### config.mk
export PLATFORM = sky130hd
export DESIGN_NAME = range_counter
export DESIGN_NICKNAME = d
export VERILOG_FILES = /design/src/rtl/range_counter.sv
export SDC_FILE = /design/constraint.sdc
export NUM_CORES = 1
export LEC_CHECK = 0
export CAP_MARGIN = 10
export CORE_MARGIN = 4
export CORE_UTILIZATION = 53
export DETAILED_ROUTE_END_ITERATION = 10
export PLACE_DENSITY = 0.91
export SYNTH_ARGS = -nofsm -noshare
export SYNTH_HDL_FRONTEND = slang
export SYNTH_SLANG_ARGS = --single-unit
export TNS_END_PERCENT = 50
### constraint.sdc
create_clock -name clk -period 6.1 [get_ports clk]
set_input_delay 1.22 -clock clk [delete_from_list [all_inputs] [get_ports clk]]
set_output_delay 1.22 -clock clk [all_outputs]
set_load 0.05 [all_outputs]
### src/rtl/range_counter.sv
// Programmable bounded counter: wrap / bounce / one-shot between run-time bounds lo..hi.
// One-cycle latency from en to count; all outputs registered; no backpressure (en is a plain step strobe).
module range_counter #(
  parameter int WIDTH  = 4,
  parameter int RST_LO = 3,
  parameter int RST_HI = 12
) (
  input  logic             clk,
  input  logic             reset_n,
  input  logic             en,
  input  logic             clr,
  input  logic             cfg_we,
  input  logic [WIDTH-1:0] cfg_lo,
  input  logic [WIDTH-1:0] cfg_hi,
  input  logic [1:0]       mode,
  input  logic             dir,
  output logic [WIDTH-1:0] count,
  output logic             dir_q,
  output logic             tc,
  output logic             done,
  output logic             cfg_err
);

  typedef enum logic {RUN, DONE} state_t;

  localparam logic [1:0]       M_BOUNCE  = 2'b01;
  localparam logic [1:0]       M_ONESHOT = 2'b10;
  localparam logic [WIDTH-1:0] ONE       = {{(WIDTH-1){1'b0}}, 1'b1};
  localparam logic [WIDTH-1:0] LO_INIT   = WIDTH'(RST_LO);
  localparam logic [WIDTH-1:0] HI_INIT   = WIDTH'(RST_HI);

  state_t           state, state_d;
  logic [WIDTH-1:0] lo, lo_d, hi, hi_d, count_d, term;
  logic [1:0]       mode_q, mode_d;
  logic             dir_d, tc_d, err_d, restart;

  always_ff @(posedge clk or negedge reset_n) begin
    if (!reset_n) begin
      lo      <= LO_INIT;
      hi      <= HI_INIT;
      mode_q  <= 2'b00;
      dir_q   <= 1'b1;
      state   <= RUN;
      count   <= LO_INIT;
      tc      <= 1'b0;
      cfg_err <= 1'b0;
    end else begin
      lo      <= lo_d;
      hi      <= hi_d;
      mode_q  <= mode_d;
      dir_q   <= dir_d;
      state   <= state_d;
      count   <= count_d;
      tc      <= tc_d;
      cfg_err <= err_d;
    end
  end

  always_comb begin
    lo_d    = lo;
    hi_d    = hi;
    mode_d  = mode_q;
    dir_d   = dir_q;
    state_d = state;
    count_d = count;
    tc_d    = 1'b0;
    err_d   = 1'b0;
    restart = 1'b0;
    term    = dir_q ? hi : lo;

    if (cfg_we) begin
      // A rejected write leaves everything alone, including this cycle's en.
      if (cfg_lo <= cfg_hi) begin
        lo_d    = cfg_lo;
        hi_d    = cfg_hi;
        restart = 1'b1;
      end else begin
        err_d = 1'b1;
      end
    end else if (clr) begin
      restart = 1'b1;
    end else if (en && state == RUN) begin
      if (count != term) begin
        count_d = dir_q ? count + ONE : count - ONE;
      end else begin
        tc_d = 1'b1;
        case (mode_q)
          M_BOUNCE: begin
            dir_d = ~dir_q;
            if (lo != hi) count_d = dir_q ? hi - ONE : lo + ONE;
          end
          M_ONESHOT: state_d = DONE;
          default:   count_d = dir_q ? lo : hi;
        endcase
      end
    end

    // Start value uses the bounds being written this cycle, not the old ones.
    if (restart) begin
      mode_d  = mode;
      dir_d   = dir;
      count_d = dir ? lo_d : hi_d;
      state_d = RUN;
    end
  end

  assign done = (state == DONE);

endmodule

== Word level (Yosys, flattened, before mapping) ==
Cells that the tools add are included.
W data, S select, Z words.

* Eq/ne operators: 9
* Multiplexer cells: 37
* Bitwise logic cells: 2
* Add/subtract/negate cells: 4
* Reductions and logical operators: 7
* Magnitude comparators: 1

{| class="wikitable"
|+ Operators with widths
! cell !! number
|-
| $mux W4 || 15
|-
| $mux W1 || 21
|-
| $reduce_and A5 Y1 || 3
|-
| $add A4 B1 Y4 const B || 2
|-
| $ne A4 B4 Y1 || 2
|-
| $pmux W4 S2 || 1
|-
| $sub A4 B1 Y4 const B || 2
|-
| $reduce_bool A2 Y1 || 3
|-
| $le A4 B4 Y1 || 1
|-
| $ne A2 B1 Y1 const B || 2
|-
| $ne A4 B4 Y1 const B || 1
|-
| $ne A3 B3 Y1 const B || 1
|-
| $eq A2 B1 Y1 const B || 1
|-
| $eq A2 B2 Y1 const B || 1
|-
| $ne A2 B2 Y1 const B || 1
|-
| $not A1 Y1 || 2
|-
| $logic_and A1 B1 Y1 || 1
|}

* Register bits: 18
* Logic and storage cells: 68
* Bits of input ports: 16

== Logic depth before layout (Yosys ltp) ==
Gate-level depths: netlist (run 1).

* Word-level depth: 9
* Depth in mapped cells: 9
* Mapped depth without buffers: 8

== Worst setup path before layout (run 1) ==
Ideal clock, no wire load.

* Path type: input to register
* Start point: in cfg_hi[1]
* End point: reg count[2]
* Slack: 3095 ps
* Arrival time: 2861 ps
* Cell stages on the path: 8
* Data required time: 5956 ps
* Path buffers: 0
* Cell sequence: inv_1 ha_1 nor2b_1 o211a_1 o31ai_4 mux4_2 nand2_1 o211ai_1

* Cells in the longest elaborated chain, start to end: 5

{| class="wikitable"
|+ RTL lines
! what !! line !! source
|-
| from (decl) || 14 || <nowiki>input logic [WIDTH-1:0] cfg_hi,</nowiki>
|-
| $le A4 B4 Y1 (*) || 73 || <nowiki>if (cfg_lo <= cfg_hi) begin</nowiki>
|-
| $mux W1 / $mux W4 (equally long branches) || 73 ||
|-
| $mux W1 / $mux W4 (equally long branches) || 71 || <nowiki>if (cfg_we) begin</nowiki>
|-
| $ne A4 B4 Y1 (no line) (tied with other cells) || - ||
|-
| $reduce_and A5 Y1 (no line) / $mux W4 (equally long branches) || - ||
|-
| to (signal assigned) || 53 || <nowiki>count <= count_d;</nowiki>
|-
| to (decl) || 17 || <nowiki>output logic [WIDTH-1:0] count,</nowiki>
|}

Every way passes the cells marked *; elsewhere a longest branch is shown, timed or not.
A chain may end at the register's enable or synchronous reset.

== Worst setup path in the final report (run 1) ==
* Start point: in cfg_hi[1]
* End point: reg count[1]

* Cells in the longest elaborated chain, start to end: 5

{| class="wikitable"
|+ RTL lines
! what !! line
|-
| $le A4 B4 Y1 || 73
|-
| $mux W1 / $mux W4 (equally long branches) || 73
|-
| $mux W1 / $mux W4 (equally long branches) || 71
|-
| $ne A4 B4 Y1 (no line) (tied with other cells) || -
|-
| $reduce_and A5 Y1 (no line) / $mux W4 (equally long branches) || -
|}

Several ways; a longest one is shown, not always the timed one.

==> results of run 1 <==
==> path summary, 6_finish.rpt <==
kind / start / end / slack [ns] / depth (start not counted)
setup / recovery: cfg_hi[1] / count[1]$_DFFE_PN1P_ / 2.42 / 9
hold / removal: done$_DFFE_PN0P_ / done$_DFFE_PN0P_ / 0.54 / 2
setup reg to reg: dir_q$_DFFE_PN1P_ / count[0]$_DFFE_PN1P_ / 3.43 / 6
hold reg to reg: done$_DFFE_PN0P_ / done$_DFFE_PN0P_ / 0.54 / 2
max in group asynchronous: reset_n / count[2]$_DFFE_PN0P_ / 4.20 / 1
min in group asynchronous: reset_n / done$_DFFE_PN0P_ / 1.38 / 1
==> flip-flops by register name, indices dropped and copies added, names as in the netlist <==
| name | count |
|---|---|
| dir_q | 1 |
| hi | 4 |
| mode_q | 2 |
| tc | 1 |
| cfg_err | 1 |
| done | 1 |
| lo | 4 |
| count | 4 |
==> cells in the final DEF (no fill, tap or decap), drive strengths merged, types with 2 or more instances in the layout <==
master / netlist / final
clkbuf: 2 / 4
nor2b: 4 / 4
dfstp: 7 / 7
ha: 8 / 8
a2111oi: 2 / 2
a21o: 2 / 2
nor2: 9 / 9
xnor2: 8 / 8
o31a: 2 / 2
o211ai: 3 / 3
dfrtp: 11 / 11
xor2: 5 / 5
o21ai: 11 / 11
inv: 9 / 9
nor3: 5 / 5
nor4: 2 / 2
o31ai: 3 / 3
o21a: 2 / 2
a31o: 2 / 2
nand2: 9 / 9
mux4: 4 / 4
mux2i: 6 / 6
mux2: 9 / 9
clkdlybuf4s50: 0 / 23
a21oi: 5 / 5
==> metrics by stage <==
step | std cells | setup WS [ns] | hold slack, ns | utilization, % | total power [mW]
2_1_floorplan | 155 | 3.09 | 0.546 | - | 0.420
3_3_place_gp | 198 | 2.27 | 0.510 | 63.3 | 0.479
3_5_place_dp | 198 | 2.10 | 0.517 | 63.3 | 0.496
4_1_cts | 202 | 2.44 | 0.546 | 64.7 | 0.576
5_1_grt | 202 | 2.28 | 0.575 | 64.7 | 0.610
6_report | 202 | 2.42 | 0.538 | 64.7 | 0.575
==> critical path, delay by kind of cell <==
kind	cells	cell delay (ns)
simple gates	2	0.24
fa+ha+maj	1	0.28
mux	1	0.67
buf+inv	2	0.57
compound gates	3	0.94
==> area by class of cell <==
type                       count  area (µm²)  share of cell area (%)
multi-input combinational    117         985                    55.2
sequential                    18         459                    25.8
timing repair buffer          23         230                    12.9
tap                           31        38.8                    2.18
clock buffer                   4        36.3                    2.04
inverter                       9        33.8                    1.89
==> cells by family after synthesis <==
group | count (synthesis) | share of synthesized area, %
AOI/OAI and AO/OA | 38 | 18.2
xor gates and xnor gates | 13 | 7.38
adders and majority gates | 9 | 7.79
buffers and inverters | 20 | 6.41
DFF | 18 | 29.8
muxes | 19 | 16.8
and+or+nand+nor | 38 | 13.6
==> power groups by stage <==
stage / clock [mW] / sequential, mW / combinational, mW
floorplan: 0 / 0.218 / 0.202
global placement: 0 / 0.205 / 0.274
detailed placement: 0 / 0.210 / 0.286
CTS: 0.0808 / 0.207 / 0.288
global route: 0.0842 / 0.214 / 0.311
finish: 0.0784 / 0.209 / 0.288
==> per-layer routing <==
metal  wire (µm)  GRT usage (%)  share of wire, %
met3         283           3.72               7.6
met2        1860           35.5                50
met4         174           14.8               4.7
met1        1380           25.6                37
met5           0              0                 0
==> cells in the mapped netlist (2+ instances only) <==
master    number  area, µm²
o31ai_1        2       15.0
ha_1           8        100
o21ai_1        2       10.0
nor2_1         9       33.8
o31a_1         2       17.5
a21oi_1        5       25.0
a21o_1         2       15.0
buf_4          2       15.0
inv_1          9       33.8
buf_2          6       30.0
mux4_1         2       52.6
mux4_2         2       45.0
dfstp_2        7        184
nand2_1        9       33.8
mux2i_1        6       60.1
dfrtp_1       11        275
o21ai_0        8       40.0
mux2_2         9        101
xor2_1         5       43.8
nor2b_1        4       25.0
o211ai_1       3       22.5
xnor2_1        8       70.1
nor3_1         5       25.0
o21a_1         2       15.0
==> flow_results.org, run 1 <==
** Global routing
- The first global-routing pass estimated 6020 µm of wire.
- Number of antenna violations at the first check in global routing :: 0
- Entering global routing, the biggest net connects 19 pins.
- The via count of the first global-routing pass is 1330.
- Across every metal layer, demand over resource in global routing totals 21.6%.
- Summed over all layers, the global routing overflow is 0.

** Timing
- Setup skew after layout :: 0.00202 ns
- At the pin with the least slew margin, the transition time is 0.849 ns.
- Fmax :: 272 MHz
- The number of max-slew violations in the final report is 0.
- Final critical path time including I/O delays and setup :: 3.68 ns
- Final TNS setup :: 0 ns
- Final clock period utilization by the worst path :: 60.3%
- Setup violations remaining at the end of the flow were counted as 0.
- RSZ-0062 raised after global routing :: no
- The hold violation count in the final report is 0.
- Max-Slew Margin vs Limit :: 43.2%

** Place
- IO Port Bufs :: 23
- Area after detailed placement :: 1750 µm²
- Routability Congestion :: 0.855
- Final HPWL DP :: 2790 µm

** Die
- The region available for standard cell placement spans 2760 µm².
- The floorplan step set the die height to 62.0 µm.
- Chip width :: 62.0 µm
- Once the floorplan was initialized, standard cells occupied 55.9% of the core.
- Row generation in the floorplan step produced 19 rows.
- The die covers 3840 µm².
- Boundary Pins :: 24

** Power and ir drop
- Portion of total power attributed to combinational logic :: 50.0%
- Internal power contribution :: 0.327 mW
- Power spread over the standard cell area amounts to 322 nW/µm².
- The clock network accounts for 13.6% of the total power.
- VDD sags by at most 0.000211 V.
- Switching Share :: 43.2%
- The analysis attributes to net switching a power of 0.248 mW.
- The analysis attributes to cell leakage a power of 0.737 nW.
- Of the total power, registers draw 36.3%.

** Detailed routing
- Using the TritonRoute via totals, the vias-per-cell ratio works out to 6.54.
- Dividing the detail-routed wire length by the instance count gives 18.3 µm.
- Total Routed Length :: 3700 µm
- Residual DRC count :: 0
- Antenna viol nets, final :: 0
- The pre-antenna-repair detailed-routing pass consisted of 4 iterations.
- For this block, the initial DRC count from the detailed router was 53.
- Detailed routing inserted a total of 1321 vias.

** Worst hold path
- The tightest min-delay check is of the register to register type.

** Synthesis
- In this run the cell area of the synthesized design comes to 1540 µm².
- After synthesis, the share of flip-flops with an asynchronous set or reset is 100%.
- For this run, the register share of the synthesized area comes to 29.8%.
- Net Count, Synth :: 180
- Count of warnings emitted by yosys :: 0
- Synthesis inferred 18 register bits.
- Averaged over all synthesized cells, the footprint is 9.95 µm².
- In the synthesized netlist, the number of instances is 155.
- The synthesized design contains 0 enable-type register cells.
- After synthesis, the netlist uses 51 different library cells.
- In the synthesized netlist the dominant register cell turns out to be dfrtp_1.

** Worst setup path
- Largest fanout on the critical path :: 15
- Arrival time worst endpoint :: 3.91 ns
- Slowest Stage Delay on Critical Path :: 0.67 ns
- The critical path goes through clkdlybuf4s50_1 > inv_1 > ha_1 > nor2b_1 > o211a_1 > o31ai_4 > mux4_1 > nand2_1 > o21ai_1.
- The slowest stage of the critical path is the mux4_1 cell.
- Required time at the endpoint of the critical path :: 6.33 ns
- Startpoint type of the worst setup path :: input port
- Classification of the worst setup path :: input port to register
- STA classifies the critical path endpoint as a register.

** Clock network
- At the later pin of the worst-skew pair, clock insertion delay measures 0.31 ns.
- The clock drives 18 sinks.
- Gates resized during post-CTS repair numbered 0.
- CTS tree :: yes
- In this run the number of H-tree levels came out at 1.
- Clock transition at path regs :: 0.11 ns
- Clock Root Buffer :: clkbuf_4
- Largest buffer count on any clock path :: 2
- CTS Buf Count :: 3
- Hold repair after CTS inserted 0 buffers.
- Number of buffers added for setup after CTS :: 0

** Finish
- After filler insertion, the fill cell instance count of the layout stands at 226.
- Of the cells placed in the final design, the portion with a size suffix greater than 1 is 17.0%.
- Area added between synthesis and finish :: 15.6%
- Final design instance area without fill :: 1780 µm²
- Layout Nets :: 197
- Antenna diode count :: 0

** Status
- Status :: finished clean

** Run
- Number of max-cap violations :: 0
Power figures use the tool's default switching activity.
==> run 2: changes to the inputs <==
CORE_UTILIZATION = 48   (was 53)
PLACE_DENSITY = 0.87   (was 0.91)
clock period = 3 ns   (was 6.1 ns; I/O delays follow)
==> flow_results.org, run 2 (same netlist as run 1, synthesis figures left out) <==
** Clock network
- CTS Buf Count :: 3 (unchanged)
- The post-CTS setup repair buffer count is 0 (unchanged).
- Worst-Skew Late Latency :: 0.31 ns (about the same)
- TritonCTS built the clock tree.
- Clock Root Buffer :: clkbuf_4
- Hold-fix buffers, CTS :: 0 (unchanged)
- H-tree depth reported by CTS :: 1 (unchanged)
- The number of gates resized after cts came to 0 (unchanged).
- The number of sinks handled by clock tree synthesis was 18 (unchanged).
- The number of buffers between clock root and the deepest sink was 2 (unchanged).
- The clock-pin slew reported for the worst setup and hold paths after clock tree synthesis was 0.12 ns (about the same).

** Timing
- The hold violation count in the final report came to 0 (unchanged).
- Slew of the pin with the lowest slew margin :: 0.817 ns (-0.0315 ns)
- Final critical path time including I/O delays and setup :: 2.71 ns
- Least setup slack across all paths after layout :: 0.291 ns (-2.13 ns)
- RSZ-0062 raised after global routing :: no
- Final clock period utilization by the worst path :: 90.3%
- Based on the critical path, the design can be clocked at up to 369 MHz.
- The number of max-slew violations in the final report is 0 (unchanged).
- The clock tree skew after final layout was 0.0137 ns (+0.0117 ns).
- The final setup violation count came to 0 (unchanged).
- The worst relative slew slack came to 45.3% (+2.1 points).

** Worst setup path
- Startpoint type of the worst setup path :: input port
- Among cell families on the critical path, the largest total delay comes from compound AO/OA/AOI/OAI gates.
- By startpoint and endpoint, the worst setup path is classified as input port to register.
- The buffer and inverter count on the worst path was 2 (unchanged).
- Following the worst setup path forward leads to its endpoint at count[2]$_DFFE_PN0P_.
- For this design, the slowest cell found on the critical path is mux4_2.
- Cells traversed along the worst timing path :: clkdlybuf4s50_1 > inv_1 > ha_1 > nor2b_1 > o211a_1 > o31ai_4 > mux4_2 > nand2_1 > o211ai_1
- The maximum net fanout on the critical path is 5 (-10).
- Endpoint of the lowest-slack register-to-register path :: count[1]$_DFFE_PN1P_
- The internal reg-to-reg setup slack was 0.52 ns (-2.91 ns).
- Critical path origin :: cfg_hi[1]
- Slowest Stage Delay on Critical Path :: 0.54 ns (-0.13 ns)
- Type of destination of the critical path :: register
- Instance count on the critical path :: 9 (unchanged)
- The worst endpoint data arrival time is 2.88 ns (-1.03 ns).
- Required time at the endpoint of the critical path :: 3.17 ns (-3.16 ns)
- The worst register-to-register path begins at dir_q$_DFFE_PN1P_.
- The depth of the worst register-to-register path is 6 (unchanged).

** Die
- Effective utilization at floorplan :: 50.5% (-5.4 points)
- The die boundary width is 64.7 µm (+4.4%).
- The die area is 4180 µm² (+9.0%).
- The height of the die was 64.7 µm (+4.4%).
- Boundary Pins :: 24 (unchanged)
- The number of core rows was 20 (+1).
- The core area was 3050 µm² (+11%).

** Global routing
- Via count of the first global-routing pass :: 1351 (+1.6%)
- The initial antenna violation count is 0 (unchanged).
- The largest net degree at the start of global routing came to 19 (unchanged).
- The leftover overflow at the end of global routing came to 0 (unchanged).
- The global-route wire length before repair is 6380 µm (+6.0%).
- The total track usage is 19.7% (-2.0 points).

** Place
- Pre-CTS setup slack :: -0.0125 ns (-2.12 ns)
- Routability Congestion :: 0.899 (+5.2%)
- Final HPWL DP :: 2910 µm (+4.4%)
- The total of buffers placed on input and output ports was 23 (unchanged).

** Finish
- Registers with the highest flip-flop counts :: count (4), hi (4), lo (4)
- The total area of multi-input combinational cells is 985 µm² (unchanged).
- The number of nets in the layout is 202 (+2.5%).
- The library cell used most frequently in the layout, excluding fill and tap cells, is clkdlybuf4s50_1.
- The number of antenna repair diodes came to 0 (unchanged).
- In the layout the commonest cells are 23 x clkdlybuf4s50_1, 11 x dfrtp_1.
- The count of fill cells added during filler insertion is 268 (+19%).
- Final cell utilization of the core :: 60.2% (-4.5 points)
- The share of cells above drive strength 1 came to 19.3% (+2.4 points).
- Register cell area after layout :: 459 µm² (unchanged)
- Compared with the post-synthesis result, the final layout area differs by 19.1%.

** Detailed routing
- Antenna viol nets, final :: 0 (unchanged)
- The first-iteration detailed-routing DRC count came to 103 (+94%).
- The final wirelength came to 3810 µm (+3.0%).
- Drt via density :: 6.07 (-7.1%)
- WL per Instance :: 17.3 µm (-5.4%)
- The total iterations of the first detailed-routing run came to 5 (+1).
- The post-route DRC violation count came to 0 (unchanged).
- Vias after detailed routing :: 1336 (+1.1%)

** Run
- The number of max-cap violations is 0 (unchanged).

** Worst hold path
- Min-Delay Path Depth :: 2 (unchanged)
- The tightest min-delay check is of the register to register type.

** Power and ir drop
- The power density over the cells is 641 nW/µm² (+99%).
- Peak VDD IR :: 0.000298 V (+41%)
- Static leakage power :: 0.762 nW (+3.4%)

** Status
- The flow ran to the end, and the final reports show no timing, DRC or antenna violations.
==> run 2: stage by stage <==
| step | power [mW] | TNS (ns) | instances | cell area (µm²) | hold slack [ns] |
|---|---|---|---|---|---|
| 5_1_grt | 1.25 | 0 | 220 | 1840 | 0.618 |
| 6_report | 1.18 | 0 | 220 | 1840 | 0.549 |
| 4_1_cts | 1.18 | 0 | 220 | 1840 | 0.548 |
| 3_5_place_dp | 1.02 | -0.0125 | 216 | 1800 | 0.522 |
| 2_1_floorplan | 0.854 | 0 | 155 | 1540 | 0.304 |
| 3_3_place_gp | 0.990 | 0 | 216 | 1800 | 0.497 |
==> run 2: cell type report <==
cell class / count / area share (%)
Clock buffer: 4 / 1.98
Inverter: 9 / 1.84
Multi-Input combinational cell: 117 / 53.6
Sequential cell: 18 / 25.0
Tap cell: 44 / 3.00
Timing Repair Buffer: 28 / 14.6
==> run 2: power by group <==
part / switching (mW) / leakage [nW] / internal (mW)
Clock: 0.0828 / 0.0210 / 0.0741
Combinational: 0.305 / 0.531 / 0.290
Sequential: 0.114 / 0.209 / 0.312
==> run 2: routing by layer <==
layer	wire [µm]	part of all wire (%)	vias up	track usage (%)
met5	0	0	-	0
met4	108	2.8	0	10.8
li1	-	-	611	-
met1	1570	41	655	24.5
met2	1910	50	57	31.7
met3	223	5.8	13	4.33
==> run 2: worst min-delay path by stage <==
stage | to | slack, ns | startpoint
global route | done$_DFFE_PN0P_ | 0.62 | done$_DFFE_PN0P_
floorplan | cfg_err$_DFF_PN0_ | 0.30 | reset_n
global placement | done$_DFFE_PN0P_ | 0.50 | done$_DFFE_PN0P_
detailed placement | done$_DFFE_PN0P_ | 0.52 | done$_DFFE_PN0P_
CTS | done$_DFFE_PN0P_ | 0.55 | done$_DFFE_PN0P_
finish | done$_DFFE_PN0P_ | 0.55 | done$_DFFE_PN0P_
==> run 2: worst register-to-register path, delay by kind of cell, from the launching register on <==
kind	cells	cell delay [ns]
muxes	3	0.85
AOI/OAI and AO/OA	1	0.07
and+or+nand+nor	1	0.62
xor gates and xnor gates	1	0.10
DFF	1	0.78
